<file path="src/rtl/cdc_reg_bridge.sv">
// ============================================================================
// cdc_reg_bridge
// ----------------------------------------------------------------------------
// Purpose:
//   ASCII register-access bridge placed between the USB CDC receive and send
//   ports. Hex text commands from the host terminal are buffered in a small
//   input FIFO and parsed one byte per cycle. They are executed as single-byte
//   reads or writes on a simple local register bus. A short text response is
//   then returned through the CDC send handshake.
//
//   Commands : wAADD<term>  write data DD to address AA   -> "K" CR LF
//              rAA<term>    read address AA               -> "HH" CR LF
//              anything malformed                         -> "E" CR LF
//              <term> is CR or LF; a bare terminator in IDLE is ignored.
//
// Ports:
//   clk         system clock (shared with the CDC core)
//   rstn        asynchronous active-low reset, clears all state
//   recv_data   received byte from the CDC core
//   recv_valid  one-cycle strobe qualifying recv_data (no backpressure)
//   send_data   response byte to the CDC send port
//   send_valid  response byte valid
//   send_ready  CDC send buffer accepts the byte this cycle
//   reg_addr    register address
//   reg_wdata   register write data
//   reg_wr      one-cycle write strobe
//   reg_rd      one-cycle read strobe
//   reg_rdata   read data, sampled one cycle after reg_rd
//   ovf         sticky input-overflow flag, cleared when the error reply is
//               issued
//
// Parameters:
//   IFIFO_ASIZE log2 depth of the input byte FIFO
// ============================================================================
`timescale 1ns/1ps

module cdc_reg_bridge #(
    parameter int IFIFO_ASIZE = 4
) (
    input  logic       clk,
    input  logic       rstn,
    input  logic [7:0] recv_data,
    input  logic       recv_valid,
    output logic [7:0] send_data,
    output logic       send_valid,
    input  logic       send_ready,
    output logic [7:0] reg_addr,
    output logic [7:0] reg_wdata,
    output logic       reg_wr,
    output logic       reg_rd,
    input  logic [7:0] reg_rdata,
    output logic       ovf
);

    localparam int FIFO_DEPTH = 1 << IFIFO_ASIZE;
    localparam logic [IFIFO_ASIZE:0] PTR_ONE = 1;

    localparam logic [7:0] CH_CR = 8'h0D;
    localparam logic [7:0] CH_LF = 8'h0A;
    localparam logic [7:0] CH_K  = 8'h4B;
    localparam logic [7:0] CH_E  = 8'h45;
    localparam logic [7:0] CH_W  = 8'h77;
    localparam logic [7:0] CH_UW = 8'h57;
    localparam logic [7:0] CH_R  = 8'h72;
    localparam logic [7:0] CH_UR = 8'h52;

    typedef enum logic [3:0] {
        ST_IDLE,
        ST_ADDR,
        ST_DATA,
        ST_TERM,
        ST_DISCARD,
        ST_EXEC,
        ST_RDWAIT,
        ST_ERR,
        ST_RESP
    } state_t;

    // ------------------------------------------------------------------------
    // Character helpers
    // ------------------------------------------------------------------------
    function automatic logic is_term(input logic [7:0] c);
        return (c == CH_CR) || (c == CH_LF);
    endfunction

    function automatic logic is_hex(input logic [7:0] c);
        return ((c >= 8'h30) && (c <= 8'h39)) ||
               ((c >= 8'h41) && (c <= 8'h46)) ||
               ((c >= 8'h61) && (c <= 8'h66));
    endfunction

    // Letters in either case share the low nibble 1..6, so adding 9 maps
    // them onto 10..15 without distinguishing upper and lower case.
    function automatic logic [3:0] hex_val(input logic [7:0] c);
        if (c <= 8'h39) begin
            return c[3:0];
        end
        return c[3:0] + 4'd9;
    endfunction

    // Responses always use uppercase hex digits.
    function automatic logic [7:0] to_ascii(input logic [3:0] n);
        if (n < 4'd10) begin
            return {4'h3, n};
        end
        return {4'h4, n - 4'd9};
    endfunction

    // ------------------------------------------------------------------------
    // Input FIFO storage and pointers. Pointers carry one extra wrap bit so
    // that full and empty can be told apart without a separate counter.
    // ------------------------------------------------------------------------
    logic [7:0]             fifo_mem [FIFO_DEPTH];
    logic [IFIFO_ASIZE:0]   wr_ptr_q, wr_ptr_d;
    logic [IFIFO_ASIZE:0]   rd_ptr_q, rd_ptr_d;
    logic                   fifo_empty;
    logic                   fifo_full;
    logic [7:0]             fifo_rd_data;
    logic                   push;
    logic                   pop;
    logic                   drop;

    assign fifo_empty   = (wr_ptr_q == rd_ptr_q);
    assign fifo_full    = (wr_ptr_q[IFIFO_ASIZE] != rd_ptr_q[IFIFO_ASIZE]) &&
                          (wr_ptr_q[IFIFO_ASIZE-1:0] == rd_ptr_q[IFIFO_ASIZE-1:0]);
    assign fifo_rd_data = fifo_mem[rd_ptr_q[IFIFO_ASIZE-1:0]];

    // A pop in the same cycle frees a slot, so a push onto a full FIFO is
    // only dropped when the parser is not consuming at the same time.
    assign push = recv_valid && (!fifo_full || pop);
    assign drop = recv_valid && fifo_full && !pop;

    // ------------------------------------------------------------------------
    // Parser / response state
    // ------------------------------------------------------------------------
    state_t       state_q, state_d;
    logic         is_write_q, is_write_d;
    logic         nib_q, nib_d;
    logic [7:0]   addr_q, addr_d;
    logic [7:0]   wdata_q, wdata_d;
    logic         wr_q, wr_d;
    logic         rd_q, rd_d;
    logic         ovf_q, ovf_d;
    logic         send_valid_q, send_valid_d;
    logic [7:0]   send_data_q, send_data_d;
    logic [23:0]  resp_buf_q, resp_buf_d;
    logic [1:0]   resp_left_q, resp_left_d;

    // The FIFO memory holds no control state, so it is left out of reset;
    // flushing on reset is done by clearing the pointers.
    always_ff @(posedge clk) begin
        if (push) begin
            fifo_mem[wr_ptr_q[IFIFO_ASIZE-1:0]] <= recv_data;
        end
    end

    // Next-state logic. The first response byte goes straight into
    // send_data; the remaining bytes wait in resp_buf, oldest in the top
    // byte, and resp_left counts how many are still queued behind it.
    always_comb begin
        state_d      = state_q;
        is_write_d   = is_write_q;
        nib_d        = nib_q;
        addr_d       = addr_q;
        wdata_d      = wdata_q;
        wr_d         = 1'b0;
        rd_d         = 1'b0;
        ovf_d        = ovf_q;
        send_valid_d = send_valid_q;
        send_data_d  = send_data_q;
        resp_buf_d   = resp_buf_q;
        resp_left_d  = resp_left_q;
        pop          = 1'b0;

        case (state_q)
            ST_IDLE: begin
                if (!fifo_empty) begin
                    pop   = 1'b1;
                    nib_d = 1'b0;
                    if ((fifo_rd_data == CH_W) || (fifo_rd_data == CH_UW)) begin
                        is_write_d = 1'b1;
                        state_d    = ST_ADDR;
                    end else if ((fifo_rd_data == CH_R) || (fifo_rd_data == CH_UR)) begin
                        is_write_d = 1'b0;
                        state_d    = ST_ADDR;
                    end else if (!is_term(fifo_rd_data)) begin
                        state_d    = ST_DISCARD;
                    end
                end
            end

            ST_ADDR: begin
                if (!fifo_empty) begin
                    pop = 1'b1;
                    if (is_hex(fifo_rd_data)) begin
                        if (!nib_q) begin
                            addr_d[7:4] = hex_val(fifo_rd_data);
                            nib_d       = 1'b1;
                        end else begin
                            addr_d[3:0] = hex_val(fifo_rd_data);
                            nib_d       = 1'b0;
                            state_d     = is_write_q ? ST_DATA : ST_TERM;
                        end
                    end else if (is_term(fifo_rd_data)) begin
                        state_d = ST_ERR;
                    end else begin
                        state_d = ST_DISCARD;
                    end
                end
            end

            ST_DATA: begin
                if (!fifo_empty) begin
                    pop = 1'b1;
                    if (is_hex(fifo_rd_data)) begin
                        if (!nib_q) begin
                            wdata_d[7:4] = hex_val(fifo_rd_data);
                            nib_d        = 1'b1;
                        end else begin
                            wdata_d[3:0] = hex_val(fifo_rd_data);
                            nib_d        = 1'b0;
                            state_d      = ST_TERM;
                        end
                    end else if (is_term(fifo_rd_data)) begin
                        state_d = ST_ERR;
                    end else begin
                        state_d = ST_DISCARD;
                    end
                end
            end

            // A command whose bytes may have been dropped by an overflow is
            // never executed; it is answered with an error instead.
            ST_TERM: begin
                if (!fifo_empty) begin
                    pop = 1'b1;
                    if (is_term(fifo_rd_data)) begin
                        if (ovf_q) begin
                            state_d = ST_ERR;
                        end else begin
                            state_d = ST_EXEC;
                            wr_d    = is_write_q;
                            rd_d    = !is_write_q;
                        end
                    end else begin
                        state_d = ST_DISCARD;
                    end
                end
            end

            ST_DISCARD: begin
                if (!fifo_empty) begin
                    pop = 1'b1;
                    if (is_term(fifo_rd_data)) begin
                        state_d = ST_ERR;
                    end
                end
            end

            // The strobe is already on the bus during this state.
            ST_EXEC: begin
                if (is_write_q) begin
                    send_valid_d = 1'b1;
                    send_data_d  = CH_K;
                    resp_buf_d   = {CH_CR, CH_LF, 8'h00};
                    resp_left_d  = 2'd2;
                    state_d      = ST_RESP;
                end else begin
                    state_d      = ST_RDWAIT;
                end
            end

            ST_RDWAIT: begin
                send_valid_d = 1'b1;
                send_data_d  = to_ascii(reg_rdata[7:4]);
                resp_buf_d   = {to_ascii(reg_rdata[3:0]), CH_CR, CH_LF};
                resp_left_d  = 2'd3;
                state_d      = ST_RESP;
            end

            ST_ERR: begin
                send_valid_d = 1'b1;
                send_data_d  = CH_E;
                resp_buf_d   = {CH_CR, CH_LF, 8'h00};
                resp_left_d  = 2'd2;
                ovf_d        = 1'b0;
                state_d      = ST_RESP;
            end

            ST_RESP: begin
                if (send_ready) begin
                    if (resp_left_q == 2'd0) begin
                        send_valid_d = 1'b0;
                        state_d      = ST_IDLE;
                    end else begin
                        send_data_d  = resp_buf_q[23:16];
                        resp_buf_d   = {resp_buf_q[15:0], 8'h00};
                        resp_left_d  = resp_left_q - 2'd1;
                    end
                end
            end

            default: begin
                state_d = ST_IDLE;
            end
        endcase

        // A fresh overflow outranks the clear in ST_ERR so it is not lost.
        if (drop) begin
            ovf_d = 1'b1;
        end

        wr_ptr_d = push ? (wr_ptr_q + PTR_ONE) : wr_ptr_q;
        rd_ptr_d = pop  ? (rd_ptr_q + PTR_ONE) : rd_ptr_q;
    end

    // State and registered outputs.
    always_ff @(posedge clk or negedge rstn) begin
        if (!rstn) begin
            state_q      <= ST_IDLE;
            is_write_q   <= 1'b0;
            nib_q        <= 1'b0;
            addr_q       <= 8'h00;
            wdata_q      <= 8'h00;
            wr_q         <= 1'b0;
            rd_q         <= 1'b0;
            ovf_q        <= 1'b0;
            send_valid_q <= 1'b0;
            send_data_q  <= 8'h00;
            resp_buf_q   <= 24'h000000;
            resp_left_q  <= 2'd0;
            wr_ptr_q     <= '0;
            rd_ptr_q     <= '0;
        end else begin
            state_q      <= state_d;
            is_write_q   <= is_write_d;
            nib_q        <= nib_d;
            addr_q       <= addr_d;
            wdata_q      <= wdata_d;
            wr_q         <= wr_d;
            rd_q         <= rd_d;
            ovf_q        <= ovf_d;
            send_valid_q <= send_valid_d;
            send_data_q  <= send_data_d;
            resp_buf_q   <= resp_buf_d;
            resp_left_q  <= resp_left_d;
            wr_ptr_q     <= wr_ptr_d;
            rd_ptr_q     <= rd_ptr_d;
        end
    end

    assign send_data  = send_data_q;
    assign send_valid = send_valid_q;
    assign reg_addr   = addr_q;
    assign reg_wdata  = wdata_q;
    assign reg_wr     = wr_q;
    assign reg_rd     = rd_q;
    assign ovf        = ovf_q;

endmodule

</file>
<file path="config.mk">
export PLATFORM = sky130hd
export DESIGN_NAME = cdc_reg_bridge
export DESIGN_NICKNAME = d
export VERILOG_FILES = /design/src/rtl/cdc_reg_bridge.sv
export SDC_FILE = /design/constraint.sdc
export NUM_CORES = 1
export LEC_CHECK = 0
export BUFFER_PORTS_ARGS = -buffer_cell sky130_fd_sc_hd__buf_4
export CAP_MARGIN = 20
export CORE_ASPECT_RATIO = 0.8
export CORE_UTILIZATION = 55
export DETAILED_ROUTE_END_ITERATION = 16
export PLACE_DENSITY = 0.74
export SYNTH_ARGS = -nofsm -noshare
export SYNTH_HDL_FRONTEND = slang
export SYNTH_SLANG_ARGS = --single-unit
</file>
<file path="constraint.sdc">
create_clock -name clk -period 3.91 [get_ports clk]
set_clock_uncertainty 0.05 [all_clocks]
set_input_delay 0.1955 -clock clk [delete_from_list [all_inputs] [get_ports clk]]
set_output_delay 0.1955 -clock clk [all_outputs]
set_load 0.02 [all_outputs]
</file>
### After elaboration in Yosys (flattened, before gate mapping)

Memories as Yosys holds them, arrays and structs flattened.
Cells that the tools add are included.

| storage, ports and cells | value |
|---|---|
| register bits after elaboration | 70 |
| latch bits | 0 |
| bits in writable memories | 128 |
| memory bits (read-only) | 0 |
| output and inout bits | 28 |
| memories | 1 |

| cells by class | value |
|---|---|
| add/sub/neg operators | 6 |
| multiply operators | 0 |
| divide/modulo/power cells | 0 |
| magnitude comparators | 8 |
| eq/ne operators | 32 |
| shifts and indexed selects | 0 |
| muxes and demuxes | 82 |
| bitwise gates (word level) | 2 |
| reduce and logical (&&, ||, !) cells | 35 |

Memories:

| name | depth | width | rd ports | clocked after Yosys merged registers in | wr ports | line | RTL |
|---|---|---|---|---|---|---|---|
| fifo_mem | 16 | 8 | 1 | 0 | 1 | 113 | `logic [7:0] fifo_mem [FIFO_DEPTH];` |

Operators by type and width:

| cell | number |
|---|---|
| one-hot mux 24 bit (4 select lines) | 1 |
| two-way mux 4 bit | 22 |
| two-way mux 24 bit | 3 |
| two-way mux 8 bit | 7 |
| two-way mux 1 bit | 39 |
| equality test 8 x 7 -> 1 bit, second input constant | 4 |
| one-hot mux 4 bit (8 select lines) | 1 |
| one-hot mux 8 bit (4 select lines) | 1 |
| AND reduction 4 bit | 7 |
| != test 2 bit, second input constant | 11 |
| equality test 4 x 3 -> 1 bit, second input constant | 4 |
| equality test 8 x 4 -> 1 bit, second input constant | 2 |
| >= comparator 8 x 7 -> 1 bit, second input constant | 2 |
| <= comparator 8 x 7 -> 1 bit, second input constant | 2 |
| AND reduction 11 bit | 1 |
| adder 5 x 1 -> 5 bit, second input constant | 2 |
| two-way mux 2 bit | 5 |
| equality test 4 x 2 -> 1 bit, second input constant | 2 |
| >= comparator 8 x 6 -> 1 bit, second input constant | 1 |
| <= comparator 8 x 6 -> 1 bit, second input constant | 1 |
| less-than comparator 4 bit, second input constant | 2 |
| one-hot mux 2 bit (4 select lines) | 1 |
| subtractor 4 bit, second input constant | 2 |
| logical AND 1 bit | 7 |
| 23 further kinds | 35 |

### Longest topological paths before layout

An unclocked memory read counts as a cell.

| depth | value |
|---|---|
| depth after elaboration | 9 |
| gate-level depth with buffers | 17 |
| depth with buffers taken out | 13 |

### Worst setup path before layout

Ideal clock, no wire load.

| timing path | value |
|---|---|
| kind | register to register |
| start point | register rd_ptr_q[1] |
| end point | register addr_q[0] (netlist: reg_addr[0]) |
| setup time | 128 ps |
| data arrival time | 3192 ps |
| slack | 541 ps |
| cell stages (with the launch flop) | 15 |
| buffers on the path | 2 |
| clock period less this slack | 3369 ps |
| cell sequence | dfrtp_1 > buf_6 > mux4_2 > o22ai_1 > or3_1 > o21ai_0 > inv_1 > ha_1 > nor2_1 > a21boi_0 > nor4_4 > o21ai_2 > buf_6 > nor4_4 > mux2_1 |

| on the way | value |
|---|---|
| cells in the longest elaborated chain, start to end | 8 |
| elaborated cells between the ends (all ways) | 23 |
| classes of those cells | 1 x add/sub; 6 x order compare; 1 x eq/ne; 7 x mux; 1 x bitwise; 6 x reduce/logical; 1 x memory |

RTL lines:

| what | line | RTL |
|---|---|---|
| from (decl) | 115 | `logic [IFIFO_ASIZE:0] rd_ptr_q, rd_ptr_d;` |
| from (signal assigned) | 348 | `rd_ptr_q <= rd_ptr_d;` |
| memory read (16 x 8 bit) | - |  |
| <= comparator 8 x 6 -> 1 bit | 87, 95 |  |
| two-way mux 1 bit | 95 | `if (c <= 8'h39) begin` |
| two-way mux 1 bit | 196 | `if (!nib_q) begin` |
| two-way mux 1 bit | 195 | `if (is_hex(fifo_rd_data)) begin` |
| two-way mux 1 bit | 193 | `if (!fifo_empty) begin` |
| two-way mux 1 bit | 175 | `case (state_q)` |
| two-way mux 4 bit | 98 | `return c[3:0] + 4'd9;` |
| to (signal assigned) | 338 | `addr_q <= addr_d;` |
| to (decl) | 139 | `logic [7:0] addr_q, addr_d;` |

Several ways; a longest one is shown, not always the timed one. The select of a mux whose other input is x is not followed.
A chain may end at the register's enable or synchronous reset.

### Worst setup path after layout

| timing path | value |
|---|---|
| start point | register rd_ptr_q[1] |
| end point | register wdata_q[2] (netlist: reg_wdata[2]) |

| on the way | value |
|---|---|
| cells in the longest elaborated chain, start to end | 8 |
| elaborated cells between the ends (all ways) | 23 |
| classes of those cells | 1 x add/sub; 6 x order compare; 1 x eq/ne; 7 x mux; 1 x bitwise; 6 x reduce/logical; 1 x memory |

RTL lines:

| what | line | RTL |
|---|---|---|
| memory read (16 x 8 bit) | - |  |
| <= comparator 8 x 6 -> 1 bit | 87, 95 |  |
| two-way mux 1 bit | 95 |  |
| two-way mux 1 bit | 216 | `if (!nib_q) begin` |
| two-way mux 1 bit | 215 | `if (is_hex(fifo_rd_data)) begin` |
| two-way mux 1 bit | 213 | `if (!fifo_empty) begin` |
| two-way mux 1 bit | 175 |  |
| two-way mux 4 bit | 98 |  |
| to (signal assigned) | 339 | `wdata_q <= wdata_d;` |
| to (decl) | 140 | `logic [7:0] wdata_q, wdata_d;` |

Several ways; a longest one is shown, not always the timed one. The select of a mux whose other input is x is not followed.

==> run summary <==
CTS
------------------------------------------------------------------------------------------------------
CTS tree                                                                                          done
CTS max path bufs                                                                                    2
Total clock buffers created by CTS                                                                  17
Clock root buffer                                                                         sky130_fd_sc_hd__clkbuf_16
Sinks on Clock Net                                                                                 181
Clock transition at the register clock pins on the worst setup and hold paths after CTS        0.07 ns
Clock latency reported for the late side of the worst-skew pair                                0.43 ns
H-tree levels                                                                                        4

CELLS AND AREA
------------------------------------------------------------------------------------------------------
Diodes inserted                                                                                      0
Fin area                                                                                  0.00928 sq mm
Fill count                                                                                        1029
Syn-to-layout area delta                                                                         13.2%
Number of nets at the end of the flow                                                              650
Non-filler cells in the finished layout                                                            815
Share of layout cells above drive strength 1                                                     22.5%

DETAILED ROUTING
------------------------------------------------------------------------------------------------------
Via density per instance                                                                          5.97
Final routed wirelength across all metal layers                                                16.9 mm
Remaining antenna violation count after routing                                                      0
Initial drt markers                                                                                419
DRC violation count after routing                                                                    4
Iteration count of the initial detailed-routing pass                                                11
Wirelength per Cell                                                                       20.8 microns
Overall via count from detail_route                                                               4862

POWER AND IR DROP
------------------------------------------------------------------------------------------------------
Switching power summed over all nets                                                           2850 uW
Worst IR drop on VDD                                                                          0.430 mV
Share of power burned in the clock network                                                       20.9%
Logic gate share of total power                                                                  42.5%
Power density over the cells                                                               795 mW/mm^2
Switching power as a share of total power                                                        38.7%
Cell-internal power                                                                            4520 uW
Post-layout total power                                                                        7380 uW
Leakage component of the power                                                              0.00355 uW
Part of the total power dissipated in sequential elements                                        36.6%

DIE
------------------------------------------------------------------------------------------------------
Die area                                                                                  0.0154 sq mm
Horizontal die dimension                                                                   138 microns
Count of pins on the block boundary                                                                 48
Starting density of the core                                                                     56.9%
# rows                                                                                              39
Height of the chip                                                                         111 microns
Core area                                                                                 0.0144 sq mm

CRITICAL PATH
------------------------------------------------------------------------------------------------------
Worst setup path class                                                                         reg2reg
Critical-path maximum fanout                                                                        11
Critical path endpoint category                                                              flip-flop
Worst path arrival time                                                                        3.93 ns
Required time worst endpoint                                                                   4.18 ns
Reg-to-Reg Start                                                                          rd_ptr_q[1]$_DFFE_PN0P_
Internal reg-to-reg setup slack                                                                0.25 ns
R2r worst-path depth                                                                                10
Setup crit start kind                                                                        flip-flop
Endpoint of the most critical register-to-register path                                   reg_wdata[2]$_DFFE_PN0P_

SYNTH
------------------------------------------------------------------------------------------------------
Post-synth top area cell                                                                  sky130_fd_sc_hd__edfxtp_1
Number of storage elements in the synthesis netlist                                                181
Post-synth EDFFs                                                                                   128
Most common cell in the netlist                                                           sky130_fd_sc_hd__edfxtp_1
Post-Syn Area per Cell                                                                      14.6 sq um
Cell Area, Synth                                                                          0.00820 sq mm
Primary FF master, synth                                                                  sky130_fd_sc_hd__edfxtp_1
Library cells used by synthesis                                                                     67
Top cell type's share of synthesized area                                                        46.9%
Net count of the mapped netlist                                                                    594
Top post-synthesis cells by area                                                          sky130_fd_sc_hd__edfxtp_1, sky130_fd_sc_hd__dfrtp_1, sky130_fd_sc_hd__mux4_2, sky130_fd_sc_hd__mux2i_1, sky130_fd_sc_hd__ha_1
Commonest cells in the synthesized netlist                                                sky130_fd_sc_hd__edfxtp_1, sky130_fd_sc_hd__dfrtp_1, sky130_fd_sc_hd__nand2_1
Share of synthesized area occupied by flip-flops and latches                                     63.1%
Share of async-settable or async-resettable flops after synthesis                                29.3%
Syn. warnings                                                                                        0
Number of instances in the synthesized netlist                                                     562

PLACE
------------------------------------------------------------------------------------------------------
Placed Instance Area                                                                      0.00870 sq mm
Port Buf Inserts                                                                                    46
Placed cell count                                                                                  779
Placed wire-length estimate after detailed placement                                           11.8 mm
Placer Congestion                                                                                0.934

TIMING
------------------------------------------------------------------------------------------------------
Transition at the pin with the smallest max-transition slack                                  0.760 ns
Slew HR                                                                                          49.3%
Final hold vios                                                                                      0
Final number of setup-violating endpoints                                                            0
Final worst path period share                                                                    93.6%
Unrepaired setup endpoints after global routing                                                     no
Max Slew Vio Count                                                                                   0
Fin Hold WS                                                                                  0.0168 ns
Maximum clock frequency                                                                      0.273 GHz
Setup TNS after final layout                                                                      0 ns
Minimum period implied by the final worst setup slack                                          3.66 ns

GLOBAL ROUTE
------------------------------------------------------------------------------------------------------
Global-route wire length before repair                                                         26.8 mm
All-Layer GR Usage                                                                               23.8%
Grt ovf                                                                                              0
Initial antenna violation count                                                                      0
Largest net degree at the start of global routing                                                   54
Vias in the first global route                                                                    4788

JOB
------------------------------------------------------------------------------------------------------
Count of max-cap constraint violations                                                               0

MIN PATH
------------------------------------------------------------------------------------------------------
Hold-critical path depth                                                                             1
Hold path startpoint                                                                      recv_data[6]
Classification of the worst-slack hold path                                                     in2reg
Worst Hold Endpoint                                                                       fifo_mem[10][6]$_DFFE_PP_

OUTCOME
------------------------------------------------------------------------------------------------------
Result of the run                                                                         finished with violations
Failing checks                                                                            design-rule violations

-- worst max-delay path, stage by stage, from the launching register on --
cell                       delay [ns]
sky130_fd_sc_hd__dfrtp_2         0.51
sky130_fd_sc_hd__mux4_2          0.55
sky130_fd_sc_hd__mux2_2          0.30
sky130_fd_sc_hd__o21ai_1         0.26
sky130_fd_sc_hd__ha_1            0.25
sky130_fd_sc_hd__nor2_1          0.07
sky130_fd_sc_hd__a21boi_0        0.17
sky130_fd_sc_hd__nor4_4          0.33
sky130_fd_sc_hd__o21ai_2         0.27
sky130_fd_sc_hd__nor4_4          0.42
sky130_fd_sc_hd__mux2_2          0.38
-- state kept, by name (all words and copies together), names as in the netlist --
signal       cells
reg_wdata        8
resp_buf_q       9
reg_rd           1
fifo_mem       128
wr_ptr_q         5
send_data        6
resp_left_q      2
ovf              1
is_write_q       1
reg_addr         8
rd_ptr_q         5
send_valid       1
nib_q            1
reg_wr           1
state_q          4
-- power groups by stage --
stage / combinational, uW / clock, uW / sequential, uW
after global placement: 3040 / 0 / 2710
after floorplan: 2350 / 0 / 2650
after CTS: 3120 / 1570 / 2700
final: 3130 / 1540 / 2700
after detailed placement: 3100 / 0 / 2730
after global routing: 3390 / 1640 / 2740
-- kinds of logic after synthesis --
family,Yosys count,share of synthesized area [%]
buf+inv,45,3.05
flops,181,63.1
simple gates,142,10.0
xor+xnor,19,2.03
fa+ha+maj,13,1.97
other cells,1,0.0457
compound gates,95,8.00
mux,66,11.8
-- placed cells by master (no fill, tap or decap), types with 19 or more instances in the layout --
| cell type | count |
|---|---|
| sky130_fd_sc_hd__and2_1 | 19 |
| sky130_fd_sc_hd__nand2_1 | 40 |
| sky130_fd_sc_hd__mux4_2 | 22 |
| sky130_fd_sc_hd__buf_4 | 58 |
| sky130_fd_sc_hd__dfrtp_1 | 51 |
| sky130_fd_sc_hd__mux2i_1 | 22 |
| sky130_fd_sc_hd__edfxtp_1 | 128 |
| sky130_fd_sc_hd__nor2_1 | 36 |
| sky130_fd_sc_hd__inv_1 | 19 |
| sky130_fd_sc_hd__a21oi_1 | 20 |
-- worst max-delay path by stage --
stage,from,endpoint,slack [ns],cells after the start
CTS,rd_ptr_q[1]$_DFFE_PN0P_,reg_wdata[2]$_DFFE_PN0P_,0.14,10
floorplan,rd_ptr_q[1]$_DFFE_PN0P_,reg_addr[0]$_DFFE_PN0P_,0.54,14
finish,rd_ptr_q[1]$_DFFE_PN0P_,reg_wdata[2]$_DFFE_PN0P_,0.25,10
detailed placement,rd_ptr_q[1]$_DFFE_PN0P_,reg_wdata[2]$_DFFE_PN0P_,0.01,10
global route,rd_ptr_q[1]$_DFFE_PN0P_,reg_wdata[3]$_DFFE_PN0P_,0.03,13
global placement,rd_ptr_q[1]$_DFFE_PN0P_,reg_wdata[2]$_DFFE_PN0P_,0.22,10
-- final cells by class --
| cell class | instances | area [sq um] | area share [%] |
|---|---|---|---|
| clock inverters | 14 | 105 | 1.13 |
| multi-input cells | 336 | 2780 | 29.9 |
| repair buffers | 63 | 495 | 5.34 |
| flip-flops and latches | 181 | 5170 | 55.7 |
| well taps | 184 | 230 | 2.48 |
| clock buffers | 18 | 429 | 4.62 |
| inverters | 19 | 71.3 | 0.768 |
-- timing repair --
item | CTS | global route
resized for setup | 1 | 2
endpoints found under the setup margin | 6 | 16
hold buffers | 4 | 0
buffers inserted | 0 | 0
pin swaps | 0 | 0
hold endpoints to repair | 93 | 0
-- metrics by stage --
stage               utilization, %  worst slack [ns]
CTS                           64.5             0.136
global placement              60.5             0.217
floorplan                        -             0.541
global route                  64.5            0.0282
detailed placement            60.5           0.00964
finish                        64.5             0.250
-- routing by layer --
metal | up-vias | wire length, microns | GRT usage [%]
met5 | - | 0 | 0
met4 | 0 | 283 | 9.51
met3 | 23 | 1070 | 4.92
met2 | 168 | 7990 | 35.5
met1 | 2436 | 7590 | 34.3
li1 | 2235 | - | -
No activity file was read; power rests on OpenSTA's default activity.
